[src/rtl/sq_iter.sv]
// Sequential unsigned squarer: radix-2 shift-and-add, one partial product per cycle.
// Fixed W-cycle latency, start/done handshake, last result held until the next completion.
module sq_iter #(
  parameter int W = 12
) (
  input  logic             clk,
  input  logic             rst_n,
  input  logic             start,
  input  logic [W-1:0]     operand,
  output logic             busy,
  output logic             done,
  output logic [2*W-1:0]   square
);

  localparam int CW = $clog2(W + 1);

  typedef enum logic [1:0] {
    IDLE = 2'd0,
    RUN  = 2'd1,
    DONE = 2'd2
  } state_t;

  state_t           state_r, state_s;
  logic [2*W-1:0]   mcand_r, mcand_s;
  logic [W-1:0]     mplier_r, mplier_s;
  logic [2*W-1:0]   acc_r, acc_s;
  logic [CW-1:0]    cnt_r, cnt_s;
  logic [2*W-1:0]   square_r, square_s;
  logic             busy_r, busy_s;
  logic             done_r, done_s;
  logic [2*W-1:0]   sum_s;

  // Next-state and next-datapath logic for the whole FSM.
  always_comb begin
    state_s  = state_r;
    mcand_s  = mcand_r;
    mplier_s = mplier_r;
    acc_s    = acc_r;
    cnt_s    = cnt_r;
    square_s = square_r;
    busy_s   = busy_r;
    done_s   = 1'b0;
    sum_s    = mplier_r[0] ? (acc_r + mcand_r) : acc_r;

    case (state_r)
      IDLE: begin
        if (start) begin
          state_s  = RUN;
          mcand_s  = {{W{1'b0}}, operand};
          mplier_s = operand;
          acc_s    = {(2*W){1'b0}};
          cnt_s    = CW'(W);
          busy_s   = 1'b1;
        end else begin
          state_s  = IDLE;
          busy_s   = 1'b0;
        end
      end
      RUN: begin
        acc_s    = sum_s;
        mcand_s  = mcand_r << 1;
        mplier_s = mplier_r >> 1;
        cnt_s    = cnt_r - CW'(1);
        // The final partial product lands straight in the result register.
        if (cnt_r == CW'(1)) begin
          state_s  = DONE;
          square_s = sum_s;
          done_s   = 1'b1;
        end else begin
          state_s  = RUN;
        end
      end
      DONE: begin
        state_s = IDLE;
        busy_s  = 1'b0;
      end
      default: begin
        state_s = IDLE;
        busy_s  = 1'b0;
      end
    endcase
  end

  // State, datapath and registered outputs.
  always_ff @(posedge clk or negedge rst_n) begin
    if (!rst_n) begin
      state_r  <= IDLE;
      mcand_r  <= {(2*W){1'b0}};
      mplier_r <= {W{1'b0}};
      acc_r    <= {(2*W){1'b0}};
      cnt_r    <= {CW{1'b0}};
      square_r <= {(2*W){1'b0}};
      busy_r   <= 1'b0;
      done_r   <= 1'b0;
    end else begin
      state_r  <= state_s;
      mcand_r  <= mcand_s;
      mplier_r <= mplier_s;
      acc_r    <= acc_s;
      cnt_r    <= cnt_s;
      square_r <= square_s;
      busy_r   <= busy_s;
      done_r   <= done_s;
    end
  end

  assign busy   = busy_r;
  assign done   = done_r;
  assign square = square_r;

endmodule

[config.mk]
export PLATFORM = sky130hd
export DESIGN_NAME = sq_iter
export DESIGN_NICKNAME = d
export VERILOG_FILES = /design/src/rtl/sq_iter.sv
export SDC_FILE = /design/constraint.sdc
export NUM_CORES = 1
export LEC_CHECK = 0
export CELL_PAD_IN_SITES_DETAIL_PLACEMENT = 1
export CELL_PAD_IN_SITES_GLOBAL_PLACEMENT = 2
export CORE_MARGIN = 2
export CORE_UTILIZATION = 24
export DETAILED_ROUTE_END_ITERATION = 16
export PLACE_DENSITY_LB_ADDON = 0.1
export SLEW_MARGIN = 20
export SYNTH_ARGS = -nofsm -noshare
export SYNTH_HDL_FRONTEND = slang
export SYNTH_SLANG_ARGS = --single-unit
[constraint.sdc]
create_clock -name clk -period 2.6 [get_ports clk]
set_input_delay 0.26 -clock clk [delete_from_list [all_inputs] [get_ports clk]]
set_output_delay 0.26 -clock clk [all_outputs]
set_load 0.05 [all_outputs]
==> run metrics, run 1 <==
status=completed; Hold Fails Final Rpt=0; Sink Count=91; Mapped Area=0.00494 sq mm; most frequent cells in the layout=dfrtp_1 (91), nand2_1 (53), o21ai_0 (46), clkdlybuf4s50_1 (39), a22o_1 (30); CORE AREA=0.0202 sq mm; IO Port Bufs=40; Hold WC Path Type=primary input to asynchronous set/reset pin; initial antenna violation count=0; Gate Count Post-Synth=481; final worst setup slack=0.135 ns; vias in the first global route=4,111; final setup vio count=0; fillers=2,263; register area share after synthesis=46.1%; Slew headroom=49.4%; die height=147 microns; area occupied by multi-input gates=0.00255 sq mm; pins over their slew limit=0; combinational share of power=50.2%; DRC errors left=0; CTS tree=done; RSZ-0062 raised after global routing=false; GPL Wtd Cong=0.777; max cap viols=0; #FFs+latches synth=91; Compound-Gate Fraction of Synth Area=25.9%; global-route wire length before repair=23,500 microns; Clock Skews=0.00454 ns; Sequential Power Share=32.1%; Arrival @ worst endpoint=2.70 ns; setup TNS=0 ns; Critical Path RT=2.83 ns; row count=52; CP Launch Type=register; Fmax=406 MHz; hpwl dp=10,200 microns; Period Utilization, post-route=94.8%; Lkg Pwr=2.74 nW; area share of fa/ha/maj cells after synthesis=6.74%; die area=0.0217 sq mm; DRT iter0 DRCs=119; htree depth=3; largest family of logic cells by synthesized area=compound AO/OA/AOI/OAI gates; NetSw=3.36 mW; ys flop type=dfrtp_1; CP Capture Type=register; synthesized area per cell=10.3 sq um; Synth cell types=56; Synth async-reset ratio=100%; Sw Ratio=44.7%; CTS Buf Count=9; worst vdd ir=0.585 mV; post-DR vias/cell=4.76; Synth top area share=46.1%; largest net degree at the start of global routing=52; drt first pass iters=4; nets=573; I/O pins=41; DRT antenna net count=0; largest buffer count on any clock path=2; worst-skew pair later-pin latency=0.35 ns; Synth Area in XOR/XNOR=4.08%; commonest non-fill, non-tap cell in the layout=dfrtp_1; Area Growth Syn to Fin=23.6%; top cells by area, synth=dfrtp_1 (46%), ha_1 (6.3%), a22o_1 (5.3%), o21ai_0 (5.0%), a22oi_1 (4.3%); diode count=0; post-synth net total=522; mux cell area share after synthesis=3.65%; Root Buffer=clkbuf_16; Tightest Pin Transition=0.757 ns; Post-Synth Simple-Gate Area=10.4%; EDFF count, synth=0; final global-route overflow total=0; Cell Int Power=4.17 mW; register area=0.00228 sq mm; layout cell share with drive strength beyond 1=12.1%; DR vias=3,840; Critical Path Fanout Max=5; part of the power in the clock network=17.7%; Synth Warn #=0; WL/cell=17.7 microns; Final min period=2.46 ns; Setup Crit Path Kind=register to register; final hold slack=0.465 ns; Worst-path clk slew=0.06 ns; die width=147 microns; total detailed-routing wirelength=14,300 microns; PD cells=1230 mW/mm^2; Place WS=0.0399 ns; biggest area consumer among synthesized cells=dfrtp_1; Initial Util=24.4%; Total GRT Usage=13.7%
==> power groups by stage <==
stage / registers (mW) / clock network, mW / logic (mW)
after floorplan: 2.82 / 0 / 2.05
after global placement: 2.43 / 0 / 3.74
after detailed placement: 2.44 / 0 / 3.80
after CTS: 2.42 / 1.40 / 3.81
after global routing: 2.50 / 1.45 / 4.17
final: 2.41 / 1.33 / 3.78
==> per-stage QoR <==
| step | std cells | util (%) | area (sq um) | power, mW |
|---|---|---|---|---|
| 2_1_floorplan | 481 | - | 4940 | 4.87 |
| 3_3_place_gp | 789 | 28.4 | 5750 | 6.17 |
| 3_5_place_dp | 789 | 28.4 | 5750 | 6.24 |
| 4_1_cts | 805 | 29.9 | 6060 | 7.63 |
| 5_1_grt | 806 | 30.2 | 6100 | 8.12 |
| 6_report | 806 | 30.2 | 6100 | 7.53 |
==> critical path: stages, from the launching register on <==
cell     delay, ns
dfrtp_1       0.39
ha_2          0.22
fa_1          0.41
a21o_1        0.19
a22o_2        0.24
nand3_2       0.09
a31o_4        0.23
o31ai_4       0.08
a31oi_2       0.22
xor2_1        0.20
o21ai_1       0.09
==> cells by family (layout without fill, tap and decap cells) <==
kind of cell / count (synthesis) / after routing
AO/OA/AOI/OAI: 185 / 185
AND/OR/NAND/NOR: 105 / 105
flip-flops: 91 / 91
buffers and inverters: 33 / 88
adder cells (fa/ha/maj): 26 / 26
XOR/XNOR: 23 / 23
multiplexers: 18 / 18
==> worst paths after layout <==
| path | startpoint | to | slack, ns | cells past startpoint |
|---|---|---|---|---|
| worst max register to register | mcand_r[0] | square[20] | 0.14 | 10 |
| worst min register to register | square[13] | square[13] | 0.46 | 1 |
| min in group clk | square[13] | square[13] | 0.47 | 1 |
| worst min-delay path | rst_n | busy | 0.46 | 2 |
| max in group asynchronous | rst_n | mcand_r[19] | 1.43 | 3 |
| worst max-delay path | mcand_r[0] | square[20] | 0.14 | 10 |
==> sequential cells by signal, summed over array words and instances (netlist names) <==
name,cells
state_r,1
square,24
mplier_r,12
cnt_r,4
done,1
busy,1
mcand_r,24
acc_r,24
==> routing by layer <==
| metal | vias up | part of all wire, % | GRT usage [%] |
|---|---|---|---|
| met2 | 46 | 42 | 20.5 |
| met4 | 0 | 1.3 | 4.57 |
| met3 | 11 | 2.9 | 2.22 |
| met5 | - | 0 | 0 |
| met1 | 1912 | 54 | 20.2 |
| li1 | 1871 | - | - |
==> repair_timing <==
| item | 4_1_cts | 5_1_grt |
|---|---|---|
| setup buffers | 0 | 1 |
| gates resized for setup | 0 | 11 |
| hold buffers | 1 | 0 |
| endpoints found under the setup margin | 0 | 16 |
| endpoints found under the hold margin | 40 | 0 |
==> synthesized netlist by cell type (all sizes together), types with 2 or more instances <==
cell / number
and3: 4
o21a: 3
a22oi: 28
nor3b: 2
a21o: 12
nor3: 3
o211ai: 2
nand3: 2
dfrtp: 91
clkbuf: 18
nand3b: 3
o21bai: 6
buf: 8
a31oi: 3
nand4: 4
xnor2: 12
o21ai: 57
nor2: 21
a221o: 3
o22ai: 2
mux2i: 18
ha: 25
nand2b: 3
a22o: 31
nor2b: 3
nand2: 53
xor2: 11
inv: 7
a21oi: 28
a211oi: 3
o31ai: 4
nor4: 2
==> layout make-up <==
| type | count | area share (%) |
|---|---|---|
| Inverter | 7 | 0.431 |
| Clock inverter | 5 | 0.882 |
| Tap cell | 270 | 5.54 |
| Multi-Input combinational cell | 357 | 41.8 |
| Clock buffer | 10 | 3.92 |
| Sequential cell | 91 | 37.3 |
| Timing Repair Buffer | 66 | 10.2 |
Note: power is estimated with default switching activity, not from simulation.
==> inputs of run 2 (changes only) <==
--- a/config.mk
+++ b/config.mk
@@ -8,7 +8,7 @@
 export CELL_PAD_IN_SITES_DETAIL_PLACEMENT = 1
 export CELL_PAD_IN_SITES_GLOBAL_PLACEMENT = 2
 export CORE_MARGIN = 2
-export CORE_UTILIZATION = 24
+export CORE_UTILIZATION = 38
 export DETAILED_ROUTE_END_ITERATION = 16
 export PLACE_DENSITY_LB_ADDON = 0.1
 export SLEW_MARGIN = 20
==> constraint.sdc (replaced) <==
create_clock -name clk -period 2.6 [get_ports clk]
set_input_delay 0.52 -clock clk [delete_from_list [all_inputs] [get_ports clk]]
set_output_delay 0.52 -clock clk [all_outputs]
set_load 0.05 [all_outputs]
==> run metrics, run 2 (same netlist as run 1, synthesis figures left out) <==
status=completed (unchanged); Tightest Pin Transition=0.623 ns (was 0.757 ns); DRT iter0 DRCs=138 (was 119); Total GRT Usage=20.0% (was 13.7%); I/O pins=41 (unchanged); die width=118 microns (was 147 microns); worst-skew pair later-pin latency=0.35 ns (about the same); quantity of hold-fixing buffers added after cts=0 (was 1); GPL Wtd Cong=0.859 (was 0.777); row count=41 (was 52); Slew headroom=58.5% (was 49.4%); IO Port Bufs=40 (unchanged); nets=569 (was 573); CP max-delay cell=dfrtp_1 (was fa_1); vias in the first global route=4,112 (was 4,111); Sink Count=91 (unchanged); DRT antenna net count=0 (unchanged); max incr delay on CP=0.45 ns (was 0.41 ns); Hold Fails Final Rpt=0 (unchanged); final setup vio count=0 (unchanged); Fmax=406 MHz (about the same); diode count=0 (unchanged); post-DR vias/cell=5.51 (was 4.76); CP Cell Sequence=ha_1, a211oi_1, o21bai_2, o21ai_1, nor4b_4, o31ai_2, xor2_1, mux2i_1, o21ai_1 (was ha_2, fa_1, a21o_1, a22o_2, nand3_2, a31o_4, o31ai_4, a31oi_2, xor2_1, o21ai_1); initial antenna violation count=0 (unchanged); CTS Buf Count=9 (unchanged); final global-route overflow total=0 (unchanged); total detailed-routing wirelength=13,100 microns (was 14,300 microns); Finished Cell Area=0.00592 sq mm (was 0.00610 sq mm); CP Buf/Inv Count=0 (unchanged); Area Growth Syn to Fin=19.8% (was 23.6%); cell family with most CP delay=compound AO/OA/AOI/OAI gates (unchanged); Critical Path Fanout Max=5 (unchanged); R2R depth=9 (was 10); largest buffer count on any clock path=2 (unchanged); most used cell along the critical path=o21ai_1; Arrival @ worst endpoint=2.68 ns (was 2.70 ns); commonest non-fill, non-tap cell in the layout=dfrtp_1 (unchanged); Root Buffer=clkbuf_16 (unchanged); worst vdd ir=0.534 mV (was 0.585 mV); htree depth=3 (unchanged); cell total after placement=688 (was 789); CORE AREA=0.0127 sq mm (was 0.0202 sq mm); fillers=1,466 (was 2,263); CTS tree=done (unchanged); DR vias=3,885 (was 3,840); hpwl dp=9370 microns (was 10,200 microns); layout cell share with drive strength beyond 1=10.7% (was 12.1%); Critical Path RT=2.82 ns (was 2.83 ns); r2r startpoint=mcand_r[1] (was mcand_r[0]); drt first pass iters=7 (was 4); Period Utilization, post-route=94.8% (about the same); PD cells=1250 mW/mm^2 (was 1230 mW/mm^2); final hold slack=0.126 ns (was 0.465 ns); die height=118 microns (was 147 microns); Initial Util=39.0% (was 24.4%); Lkg Pwr=2.72 nW (was 2.74 nW); Area after DPL=0.00559 sq mm (was 0.00575 sq mm); CP Launch Type=register (unchanged); Setup Crit Path Kind=register to register (unchanged); CP Capture Type=register (unchanged); Clock Skews=0.00963 ns (was 0.00454 ns); max cap viols=0 (unchanged); Reg-to-Reg End=square[17] (was square[20]); reg2reg setup slack=0.14 ns (about the same); RSZ-0062 raised after global routing=true (was false); DRC errors left=0 (unchanged); pins over their slew limit=0 (unchanged); Worst-path clk slew=0.07 ns (was 0.06 ns); Final min period=2.46 ns (about the same); die area=0.0139 sq mm (was 0.0217 sq mm); setup TNS=0 ns (unchanged); non-filler instance count after layout=705 (was 806); Hold WC Path Type=primary input to asynchronous set/reset pin (unchanged); global-route wire length before repair=22,200 microns (was 23,500 microns); most frequent cells in the layout=dfrtp_1 (91), nand2_1 (53), o21ai_0 (48), clkdlybuf4s50_1 (38), a22o_1 (30) (was dfrtp_1 (91), nand2_1 (53), o21ai_0 (46), clkdlybuf4s50_1 (39), a22o_1 (30)); WL/cell=18.6 microns (was 17.7 microns); largest net degree at the start of global routing=43 (was 52); final core utilization=46.7% (was 30.2%)
-- run 2: where the power goes --
| part | internal (mW) | leakage (nW) | switching (mW) |
|---|---|---|---|
| logic | 1.42 | 1.38 | 2.30 |
| clock network | 0.772 | 0.141 | 0.531 |
| registers | 1.94 | 1.20 | 0.450 |
| total | 4.13 | 2.72 | 3.28 |
-- run 2: metal layers --
metal  routed length, microns  track usage, %  vias up
li1                         -               -     1867
met2                     5800            30.1       66
met1                     6690            29.4     1941
met3                      453            3.34       11
met4                      176            6.55        0
met5                        0               0        -
-- run 2: how the worst max path moves through the flow --
stage,startpoint,end,slack (ns),cells past startpoint
after floorplan,mcand_r[0],square[20],0.27,10
after global placement,mcand_r[0],square[20],0.12,10
after detailed placement,mcand_r[0],square[20],0.02,10
after CTS,mcand_r[0],square[20],0.02,10
after global routing,mcand_r[6],square[20],-0.003,8
final,mcand_r[1],square[17],0.14,9
-- run 2: area by class of cell --
class	count	area (sq um)	area share (%)
clock inverter	2	35.0	0.592
tap	172	215	3.64
sequential	91	2280	38.5
timing repair buffer	62	573	9.68
multi-input combinational	357	2540	42.9
clock buffer	14	254	4.29
inverter	7	26.3	0.444
-- run 2: metrics by stage --
stage	worst slack (ns)	total power, mW
finish	0.136	7.42
global route	-0.00286	7.98
CTS	0.0166	7.46
detailed placement	0.0183	6.11
global placement	0.116	6.01
floorplan	0.270	4.87
-- run 2: what timing repair did --
item | 4_1_cts | 5_1_grt
resized for setup | 0 | 7
buffers inserted | 0 | 1
endpoints found under the setup margin | 0 | 15
hold endpoints to repair | 0 | 0
==> inputs of run 3 (changes only) <==
--- a/config.mk
+++ b/config.mk
@@ -7,7 +7,7 @@
 export LEC_CHECK = 0
 export CELL_PAD_IN_SITES_DETAIL_PLACEMENT = 1
 export CELL_PAD_IN_SITES_GLOBAL_PLACEMENT = 2
-export CORE_MARGIN = 2
+export CORE_MARGIN = 10
 export CORE_UTILIZATION = 38
 export DETAILED_ROUTE_END_ITERATION = 16
 export PLACE_DENSITY_LB_ADDON = 0.1
==> run metrics, run 3 (same netlist as run 1, synthesis figures left out) <==
status=completed (unchanged); post-DR vias/cell=5.49 (was 5.51); commonest non-fill, non-tap cell in the layout=dfrtp_1 (unchanged); reg2reg setup slack=0.11 ns (was 0.14 ns); row count=41 (unchanged); WL/cell=18.6 microns (about the same); max incr delay on CP=0.44 ns (was 0.45 ns); Reg-to-Reg End=square[20] (was square[17]); largest buffer count on any clock path=2 (unchanged); Tightest Pin Transition=0.597 ns (was 0.623 ns); IO Port Bufs=40 (unchanged); nets=568 (was 569); DRT antenna net count=0 (unchanged); CTS tree=done (unchanged); Hold WC Path Type=primary input to asynchronous set/reset pin (unchanged); Clock Skews=0.00853 ns (was 0.00963 ns); die height=134 microns (was 118 microns); vias in the first global route=4,098 (was 4,112); post-CTS setup buffers=0 (unchanged); global-route wire length before repair=22,200 microns (about the same); R2R depth=10 (was 9); cell family with most CP delay=compound AO/OA/AOI/OAI gates (unchanged); max cap viols=0 (unchanged); htree depth=3 (unchanged); Arrival @ worst endpoint=2.71 ns (was 2.68 ns); DRT iter0 DRCs=220 (was 138); Area Growth Syn to Fin=20.4% (was 19.8%); CP Capture Type=register (unchanged); Sink Count=91 (unchanged); Worst-path clk slew=0.06 ns (was 0.07 ns); largest net degree at the start of global routing=45 (was 43); CP Cell Sequence=ha_4, fa_2, a21o_1, a22o_2, nand3_2, a31o_4, o31ai_4, a31oi_1, xor2_1, o21ai_1 (was ha_1, a211oi_1, o21bai_2, o21ai_1, nor4b_4, o31ai_2, xor2_1, mux2i_1, o21ai_1); Final min period=2.49 ns (was 2.46 ns); most frequent cells in the layout=dfrtp_1 (91), nand2_1 (53), o21ai_0 (49), clkdlybuf4s50_1 (38), a22o_1 (30) (was dfrtp_1 (91), nand2_1 (53), o21ai_0 (48), clkdlybuf4s50_1 (38), a22o_1 (30)); GPL Wtd Cong=0.881 (was 0.859); worst vdd ir=0.459 mV (was 0.534 mV); initial antenna violation count=0 (unchanged); DR vias=3,854 (was 3,885); diode count=0 (unchanged); setup TNS=0 ns (unchanged); Critical Path RT=2.83 ns (was 2.82 ns); final core utilization=46.9% (was 46.7%); final worst setup slack=0.114 ns (was 0.136 ns); hpwl dp=9580 microns (was 9370 microns); Initial Util=39.0% (unchanged); die area=0.0180 sq mm (was 0.0139 sq mm); Slew headroom=60.2% (was 58.5%); Period Utilization, post-route=95.6% (was 94.8%); pins over their slew limit=0 (unchanged); register area=0.00228 sq mm (unchanged); WP depth=10 (was 9); Fmax=402 MHz (was 406 MHz); Setup Crit Path Kind=register to register (unchanged); Place WS=0.0173 ns (was 0.0183 ns); final setup vio count=0 (unchanged); Total GRT Usage=15.2% (was 20.0%); Critical Path Fanout Max=5 (unchanged); total detailed-routing wirelength=13,100 microns (about the same); final global-route overflow total=0 (unchanged); Lkg Pwr=2.72 nW (about the same); CP Launch Type=register (unchanged); Root Buffer=clkbuf_16 (unchanged); CP Buf/Inv Count=0 (unchanged); Hold Fails Final Rpt=0 (unchanged); CTS Buf Count=9 (unchanged); fillers=1,461 (was 1,466); I/O pins=41 (unchanged); worst-skew pair later-pin latency=0.35 ns (about the same); die width=134 microns (was 118 microns); layout cell share with drive strength beyond 1=11.3% (was 10.7%); drt first pass iters=5 (was 7); CP max-delay cell=dfrtp_1 (unchanged); r2r startpoint=mcand_r[0] (was mcand_r[1]); PD cells=1250 mW/mm^2 (about the same); DRC errors left=0 (unchanged); CORE AREA=0.0127 sq mm (unchanged); area occupied by multi-input gates=0.00256 sq mm (was 0.00254 sq mm)
## run 3: per-layer routing
| metal | part of all wire (%) | wire length [microns] | GRT usage [%] |
|---|---|---|---|
| met2 | 43 | 5650 | 23.0 |
| met3 | 4.3 | 563 | 2.95 |
| met5 | 0 | 0 | 0 |
| met4 | 1.5 | 193 | 5.38 |
| met1 | 51 | 6680 | 21.2 |
## run 3: how the worst max path moves through the flow
stage,endpoint,start
after CTS,square[16],mcand_r[0]
after floorplan,square[20],mcand_r[0]
final,square[20],mcand_r[0]
after global placement,square[20],mcand_r[0]
after detailed placement,acc_r[20],mcand_r[0]
after global routing,square[22],mcand_r[5]
## run 3: power breakdown
part           switching [mW]  internal (mW)
clock network           0.542          0.812
registers               0.449           1.94
logic                    2.30           1.42
total                    3.29           4.17
## run 3: timing repair
action / CTS / global route
hold buffers: 0 / 0
endpoints found under the setup margin: 0 / 12
gates resized for setup: 0 / 9
## run 3: cell type report
type	count	area share (%)
timing repair buffer	61	9.51
tap	172	3.62
inverter	7	0.442
clock inverter	2	0.589
sequential	91	38.3
clock buffer	12	4.48
multi-input combinational	357	43.1
## run 3: metrics by stage
stage | cells | instance area (sq um) | hold WS [ns] | power (mW)
2_1_floorplan | 481 | 4940 | 0.224 | 4.87
3_3_place_gp | 688 | 5590 | 0.459 | 6.02
3_5_place_dp | 688 | 5590 | 0.470 | 6.12
4_1_cts | 702 | 5900 | 0.195 | 7.50
5_1_grt | 702 | 5950 | 0.227 | 8.04
6_report | 702 | 5950 | 0.174 | 7.46
